## src/rtl/shift_unit_iter.sv

```systemverilog
// shift_unit_iter
// Multi-cycle barrel shifter: one power-of-two stage per clock. Stage k
// shifts the held operand by 2^k when bit k of the latched shift amount
// is set. Supports SLL, SRL, SRA and ROR behind valid/ready handshakes.
//
// Optional build macro: SHIFT_UNIT_EARLY_EXIT_EN
//   defined   -> leave SHIFT as soon as no higher shamt bits remain
//                (shamt = 0 completes directly at the accept edge)
//   undefined -> fixed SHAMT_W shift cycles for every request
//
// Ports:
//   clock      rising-edge clock
//   reset_n    synchronous active-low reset
//   in_valid   request present
//   in_ready   unit idle and able to accept a request
//   in_data    operand (WIDTH bits)
//   in_shamt   shift distance (SHAMT_W bits, modulo WIDTH by construction)
//   in_op      00 = SLL, 01 = SRL, 10 = SRA, 11 = ROR
//   out_valid  result available (held until out_ready)
//   out_ready  consumer takes result
//   out_data   result (WIDTH bits)
//   busy       high while shifting or holding a result
module shift_unit_iter #(
    parameter int WIDTH   = 32,
    parameter int SHAMT_W = 5
) (
    input  logic               clock,
    input  logic               reset_n,
    input  logic               in_valid,
    output logic               in_ready,
    input  logic [WIDTH-1:0]   in_data,
    input  logic [SHAMT_W-1:0] in_shamt,
    input  logic [1:0]         in_op,
    output logic               out_valid,
    input  logic               out_ready,
    output logic [WIDTH-1:0]   out_data,
    output logic               busy
);

    typedef enum logic [1:0] {
        IDLE  = 2'd0,
        SHIFT = 2'd1,
        DONE  = 2'd2
    } state_e;

    typedef enum logic [1:0] {
        OP_SLL = 2'b00,
        OP_SRL = 2'b01,
        OP_SRA = 2'b10,
        OP_ROR = 2'b11
    } op_e;

    localparam logic [SHAMT_W-1:0] LAST_K = SHAMT_W'(SHAMT_W - 1);

    state_e             state, state_nxt;
    logic [WIDTH-1:0]   data_q;
    logic [SHAMT_W-1:0] shamt_q;
    op_e                op_q;
    logic [SHAMT_W-1:0] k;
    logic [WIDTH-1:0]   stage_out;
    logic               last_stage;

    // One fixed-distance transform; s is always < WIDTH so WIDTH - s > 0.
    function automatic logic [WIDTH-1:0] apply_stage(
        input logic [WIDTH-1:0] d,
        input op_e              op,
        input int unsigned      s
    );
        logic [WIDTH-1:0] fill;
        logic [WIDTH-1:0] r;
        fill = {WIDTH{d[WIDTH-1]}};
        case (op)
            OP_SLL:  r = d << s;
            OP_SRL:  r = d >> s;
            OP_SRA:  r = (d >> s) | (fill << (WIDTH - s));
            default: r = (d >> s) | (d << (WIDTH - s));
        endcase
        return r;
    endfunction

    // Select the stage for the current index; bypass when that shamt bit is clear.
    always_comb begin
        stage_out = data_q;
        for (int unsigned i = 0; i < SHAMT_W; i++) begin
            if (k == SHAMT_W'(i) && shamt_q[i]) begin
                stage_out = apply_stage(data_q, op_q, 32'd1 << i);
            end
        end
    end

`ifdef SHIFT_UNIT_EARLY_EXIT_EN
    // Done once no set shamt bits remain above the stage just processed.
    assign last_stage = ((shamt_q >> (k + 1'b1)) == '0);
`else
    assign last_stage = (k == LAST_K);
`endif

    // State register and datapath registers.
    always_ff @(posedge clock) begin
        if (!reset_n) begin
            state   <= IDLE;
            data_q  <= '0;
            shamt_q <= '0;
            op_q    <= OP_SLL;
            k       <= '0;
        end else begin
            state <= state_nxt;
            case (state)
                IDLE: begin
                    if (in_valid) begin
                        data_q  <= in_data;
                        shamt_q <= in_shamt;
                        op_q    <= op_e'(in_op);
                        k       <= '0;
                    end
                end
                SHIFT: begin
                    data_q <= stage_out;
                    k      <= k + 1'b1;
                end
                default: begin
                end
            endcase
        end
    end

    // Next-state logic.
    always_comb begin
        state_nxt = state;
        case (state)
            IDLE: begin
                if (in_valid) begin
`ifdef SHIFT_UNIT_EARLY_EXIT_EN
                    state_nxt = (in_shamt == '0) ? DONE : SHIFT;
`else
                    state_nxt = SHIFT;
`endif
                end
            end
            SHIFT: begin
                if (last_stage) begin
                    state_nxt = DONE;
                end
            end
            DONE: begin
                if (out_ready) begin
                    state_nxt = IDLE;
                end
            end
            default: state_nxt = IDLE;
        endcase
    end

    // Output logic.
    always_comb begin
        in_ready  = (state == IDLE);
        out_valid = (state == DONE);
        busy      = (state != IDLE);
        out_data  = data_q;
    end

endmodule

```

## config.mk

```make
export PLATFORM = sky130hd
export DESIGN_NAME = shift_unit_iter
export DESIGN_NICKNAME = d
export VERILOG_FILES = /design/src/rtl/shift_unit_iter.sv
export SDC_FILE = /design/constraint.sdc
export NUM_CORES = 1
export LEC_CHECK = 0
export BUFFER_PORTS_ARGS = -buffer_cell sky130_fd_sc_hd__buf_2
export CAP_MARGIN = 20
export CORE_MARGIN = 2
export CORE_UTILIZATION = 40
export CTS_CLUSTER_SIZE = 25
export DETAILED_ROUTE_END_ITERATION = 7
export GPL_TIMING_DRIVEN = 0
export SKIP_CTS_REPAIR_TIMING = 1
export SYNTH_ARGS = -nofsm -noshare
export SYNTH_HDL_FRONTEND = slang
export SYNTH_SLANG_ARGS = --single-unit
```

## constraint.sdc

```tcl
create_clock -name clock -period 2 [get_ports clock]
set_input_delay 0.1 -clock clock [delete_from_list [all_inputs] [get_ports clock]]
set_output_delay 0.1 -clock clock [all_outputs]
set_load 0.005 [all_outputs]
```

; Word level (Yosys, flattened, before mapping)
; Index checks and enable logic that the tools add are counted.
[word_totals]
register_bits = 46
input_bits = 43
out_inout_bits = 35
wordCells = 60
[op_classes]
n_addsub = 1
eq_ne = 12
mux = 18
bitwise_logic = 10
n_reduce_logical = 14
[op_table]
columns = op, count
row1 = 32-bit case mux with 3 select lines, 5
row2 = 32-bit two-way mux, 6
row3 = 16-bit by 32-bit bitwise OR with 32-bit output, 2
row4 = 24-bit by 32-bit bitwise OR with 32-bit output, 2
row5 = 28-bit by 32-bit bitwise OR with 32-bit output, 2
row6 = 30-bit by 32-bit bitwise OR with 32-bit output, 2
row7 = 31-bit by 32-bit bitwise OR with 32-bit output, 2
row8 = 32-bit case mux with 2 select lines, 1
row9 = 5-bit by 2-bit == test with 1-bit output (second input constant), 2
row10 = 5-bit case mux with 2 select lines, 1
row11 = 2-bit two-way mux, 3
row12 = 6-bit != test (second input constant), 1
row13 = 2-bit case mux with 3 select lines, 1
row14 = 3-bit AND reduction, 2
row15 = 5-bit by 1-bit adder with 5-bit output (second input constant), 1
row16 = 5-bit by 1-bit == test with 1-bit output (second input constant), 1
row17 = 5-bit by 3-bit == test with 1-bit output (second input constant), 1
row18 = 1-bit logical AND, 5
row19 = 5-bit zero test, 1
row20 = 5-bit two-way mux, 1
row21 = 2-bit by 1-bit == test with 1-bit output (second input constant), 2
row22 = 2-bit == test (second input constant), 2
row23 = 2-bit zero test, 2
row24 = 2-bit != test (second input constant), 2
row25 = 3 further kinds, 5

; Longest topological paths before layout
[logic_depth]
depth_word = 8
depth_mapped = 11
depth_no_buf = 8

; Worst setup path after synthesis
; Ideal clock, no wire load.
[synth_path]
path_type = reg-to-reg
from = reg k[1]
to = reg data_q[27] (netlist: out_data[27])
setup_time_ns = 0.119
arrival_time_ns = 2.067
required_time_ns = 1.881
slack_ns = -0.186
path_stages_with_launch = 10
path_buffers = 1
period_less_slack_ns = 2.186
path_cell_list = dfxtp_1 inv_1 ha_1 and2_1 nand2_2 buf_6 mux4_2 a211oi_1 nor2_1 o221a_1
[synth_via]
elab_chain_cells = 7
elab_cells_between_ends = 17
cone_classes = 5 x eq/ne / 5 x mux / 7 x reduce/logical
[synth_lines]
columns = element, line
row1 = "start, declared", 59  ; logic [SHAMT_W-1:0] k;
row2 = "start signal, assigned", 119  ; k <= k + 1'b1;
row3 = 5-bit by 1-bit == test with 1-bit output, 85  ; if (k == SHAMT_W'(i) && shamt_q[i]) begin
row4 = 1-bit logical AND, 85
row5 = 32-bit two-way mux (4 in a row), 85
row6 = 32-bit case mux with 2 select lines, 108  ; case (state)
row7 = "end signal, assigned", 111  ; data_q <= in_data;
row8 = "end signal, assigned", 118  ; data_q <= stage_out;
row9 = "end, declared", 56  ; logic [WIDTH-1:0] data_q;
; Parallel ways exist; a longest one is shown, timed or not.
; A chain may end at the register's enable or synchronous reset.

; Worst setup path in the final report
[layout_path]
from = reg k[3]
to = reg data_q[14] (netlist: out_data[14])
; The elaborated chain is that of the path after synthesis.

==> run_results.csv <==
group,metric,value,unit
run_status,run_status,"finished with violations",
run_status,failing_checks,"negative hold slack, negative setup slack",
power_and_ir_drop,power.density,508,nW/um^2
finish,layout.nets,786,
finish,flow.area_growth_from_synthesis,43.3,%
timing,relSlewSlack,0.441,
setup_path,worstPathRequired,2.25,ns
setup_path,r2r_setup_slack,-0.20,ns
routing,route.detailed.drc,0,
place,gp_congestion,1.04,
place,port_buffers,77,
logic_synthesis,count_of_flip_flops_with_a_built_in_enable_after_synthesis,0,
setup_path,cp_cell_sequence,"or3_4 > buf_6 > nor2_8 > mux2_4 > a221o_1 > a221oi_2 > o21ai_1",
power_and_ir_drop,vdd_drop_max,0.000353,V
logic_synthesis,syn-instance-count,616,
timing,grt_setup_unrepaired,"true",
finish,final_cells,880,
logic_synthesis,netlist_top_cells_count,"sky130_fd_sc_hd__nand2_1, sky130_fd_sc_hd__a21oi_1, sky130_fd_sc_hd__nor2_1",
logic_synthesis,async_set_reset_flop_share_out_of_synthesis,0,
setup_path,critical-path-max-stage-delay,0.39,ns
power_and_ir_drop,reported_leakage_power,2.51,nW
cts,clk_path_buf_depth,2,
logic_synthesis,ys_warn_count,0,
floorplanning,fp.dieH,110,um
power_and_ir_drop,sequentialPowerShare,0.362,
job,drv_cap,0,
grt,global_route_congestion_overflow_total,0,
cts,cts_htree_levels,2,
logic_synthesis,synth_cell_type_count,66,
grt,grt_first_pass_wirelength,34200,um
floorplanning,fp.coreArea,10800,sq um
timing,setup_violations,32,
timing,final_max_slew_viol_count,0,
floorplanning,floorplan.initialDensity,0.411,
power_and_ir_drop,p_switching,1.33,mW
logic_synthesis,yosysSeqAreaShare,0.207,
logic_synthesis,synth_area_leader_cell,"sky130_fd_sc_hd__dfxtp_1",
finish,diodes,0,
routing,vias_per_cell,7.03,
routing,totalWireLength,25700,um
logic_synthesis,avgSynthCellArea,7.24,sq um
cts,clock_sink_count,46,
cts,clock_tree_from_tritoncts,"built",
grt,grt_antenna_before_repair,0,
setup_path,cp_slowest_cell,"sky130_fd_sc_hd__or3_4",
floorplanning,die_area,12000,sq um
timing,final_period_minus_worst_setup_slack,2.20,ns
routing,count_of_antenna_violating_nets_left_after_detailed_routing,0,
finish,layout.filler_cells,1031,
cts,insertion_delay,0.35,ns
floorplanning,placementRows,38,
logic_synthesis,syn_nets,663,
power_and_ir_drop,p_int,1.91,mW
power_and_ir_drop,sw_frac_of_total,0.410,
timing,finalClockSkew,0.0113,ns
worst_hold_path,holdCritPathClass,"input port to register",
setup_path,path_buf_inv,1,
finish,final_layout_size_suffix_gt1_frac,0.409,
timing,fmaxAchievable,454,MHz
finish,area_of_the_multi_input_gates,3710,sq um
timing,worst_pin_slew,0.839,ns
logic_synthesis,synth_seq_cells,46,
timing,setup_slack,-0.202,ns
grt,grt_usage,0.399,
cts,ctsRootBufferMaster,"sky130_fd_sc_hd__clkbuf_8",
finish,register_area,935,sq um
setup_path,cp-end-kind,"register",
logic_synthesis,leading_cell_types_by_total_area_after_synthesis,"sky130_fd_sc_hd__dfxtp_1, sky130_fd_sc_hd__nand2_1, sky130_fd_sc_hd__a21oi_1",
setup_path,startpoint_type_of_the_worst_setup_path,"register",
logic_synthesis,synth_top_area_frac,0.207,
routing,detailedRoute.firstIterationViolations,956,
routing,routed_wire_length_per_instance,29.2,um
power_and_ir_drop,power_frac_clock,0.238,
logic_synthesis,syn_area,4460,sq um
cts,worst_setup_hold_path_clk_slew,0.10,ns
timing,layout_worst_path_cycle_share,1.10,
place,worst_setup_slack_before_clock_tree_synthesis,-0.800,ns
logic_synthesis,synth_most_common_cell,"sky130_fd_sc_hd__nand2_1",
setup_path,path_delay_family,"compound AO/OA/AOI/OAI gates",
setup_path,criticalPathCategory,"register to register",
routing,total_vias_in_the_final_route,6189,
timing,final.hold.worst_slack,-0.0115,ns
grt,maximum_number_of_pins_on_one_net_before_global_route_repair,15,
floorplanning,floorplan.die.width,110,um
setup_path,critical_path_arrival,2.45,ns
grt,grt_pass1_vias,5500,
place,hpwlAfterDp,17000,um
finish,utilization,0.589,
cts,cts-buffers-inserted,5,
power_and_ir_drop,p_comb_frac,0.400,
setup_path,worst-path-max-fanout,6,
place,dp_cells,833,
logic_synthesis,synthFlopType,"sky130_fd_sc_hd__dfxtp_1",
timing,report.final.hold_viol_count,5,
routing,detailedRoute.firstPassIterationCount,8,
power_and_ir_drop,total_power,3.25,mW
floorplanning,io-pin-count,78,
==> power groups by stage <==
stage	Combinational (mW)	Sequential, mW	Clock [mW]
2_1_floorplan	0.619	1.11	0
3_3_place_gp	0.994	1.17	0
3_5_place_dp	0.997	1.18	0
4_1_cts	1.00	1.15	0.784
5_1_grt	1.35	1.18	0.804
6_report	1.30	1.18	0.774
==> layout make-up <==
cell class / instances / area share
Tap cell: 140 / 0.0274
Timing Repair Buffer: 120 / 0.144
Sequential cell: 46 / 0.146
Clock inverter: 2 / 0.00588
Clock buffer: 6 / 0.0114
Inverter: 6 / 0.00431
Multi-Input combinational cell: 501 / 0.581
Buffer: 59 / 0.0797
==> per-stage QoR <==
stage	setup TNS [ns]	instance area, sq um
after floorplan	-0.0543	4490
after global placement	-18.53	5050
final	-2.43	6390
after detailed placement	-20.29	5050
after global routing	-3.49	6390
after CTS	-21.01	5160
==> flip-flops by register name, summed over array words and instances, names as in the netlist <==
signal / cells
out_data: 32
k: 5
state: 2
shamt_q: 5
op_q: 2
==> cells by family (layout without fill, tap and decap cells) <==
family | after synthesis | after routing | synth area share
and+or+nand+nor | 246 | 246 | 0.264
xor gates and xnor gates | 1 | 1 | 0.00365
muxes | 31 | 31 | 0.115
DFF | 46 | 46 | 0.207
buffers and inverters | 69 | 193 | 0.0769
adders and majority gates | 4 | 4 | 0.0112
AOI/OAI and AO/OA | 219 | 219 | 0.323
==> layer usage <==
metal,track usage,part of all wire,up-vias
met5,0,0,-
met4,0.215,0.064,0
li1,-,-,2567
met1,0.491,0.36,2972
met3,0.140,0.14,144
met2,0.610,0.43,506
==> worst min-delay path, stage by stage <==
cell,delay (ns)
sky130_fd_sc_hd__buf_2,0.10
sky130_fd_sc_hd__nand2_1,0.05
sky130_fd_sc_hd__a21oi_1,0.05
==> layout by cell type (no fill, tap or decap), drive strengths merged, types with 5 or more instances in the layout <==
cell type	synthesis	routed
o21a	8	8
nor3	18	18
inv	6	6
nand4	5	5
nor2	53	53
nand3	44	44
o21ai	44	44
mux2	11	11
mux2i	6	6
o221ai	8	8
o22ai	5	5
o211ai	13	13
a221oi	10	10
and2	16	16
a211oi	5	5
nand2	89	89
and3	8	8
mux4	14	14
a31oi	14	14
a311oi	11	11
a21oi	62	62
dfxtp	46	46
buf	29	142
clkbuf	34	42
==> final timing paths <==
path	start	endpoint	depth (start not counted)
worst max-delay path	k[3]$_SDFFE_PN0P_	out_data[14]$_SDFFE_PN0P_	7
worst min-delay path	in_shamt[4]	shamt_q[4]$_SDFFE_PN0P_	3
worst max register to register	k[3]$_SDFFE_PN0P_	out_data[14]$_SDFFE_PN0P_	7
worst min register to register	shamt_q[0]$_SDFFE_PN0P_	shamt_q[0]$_SDFFE_PN0P_	2
Note: power is estimated with default switching activity, not from simulation.
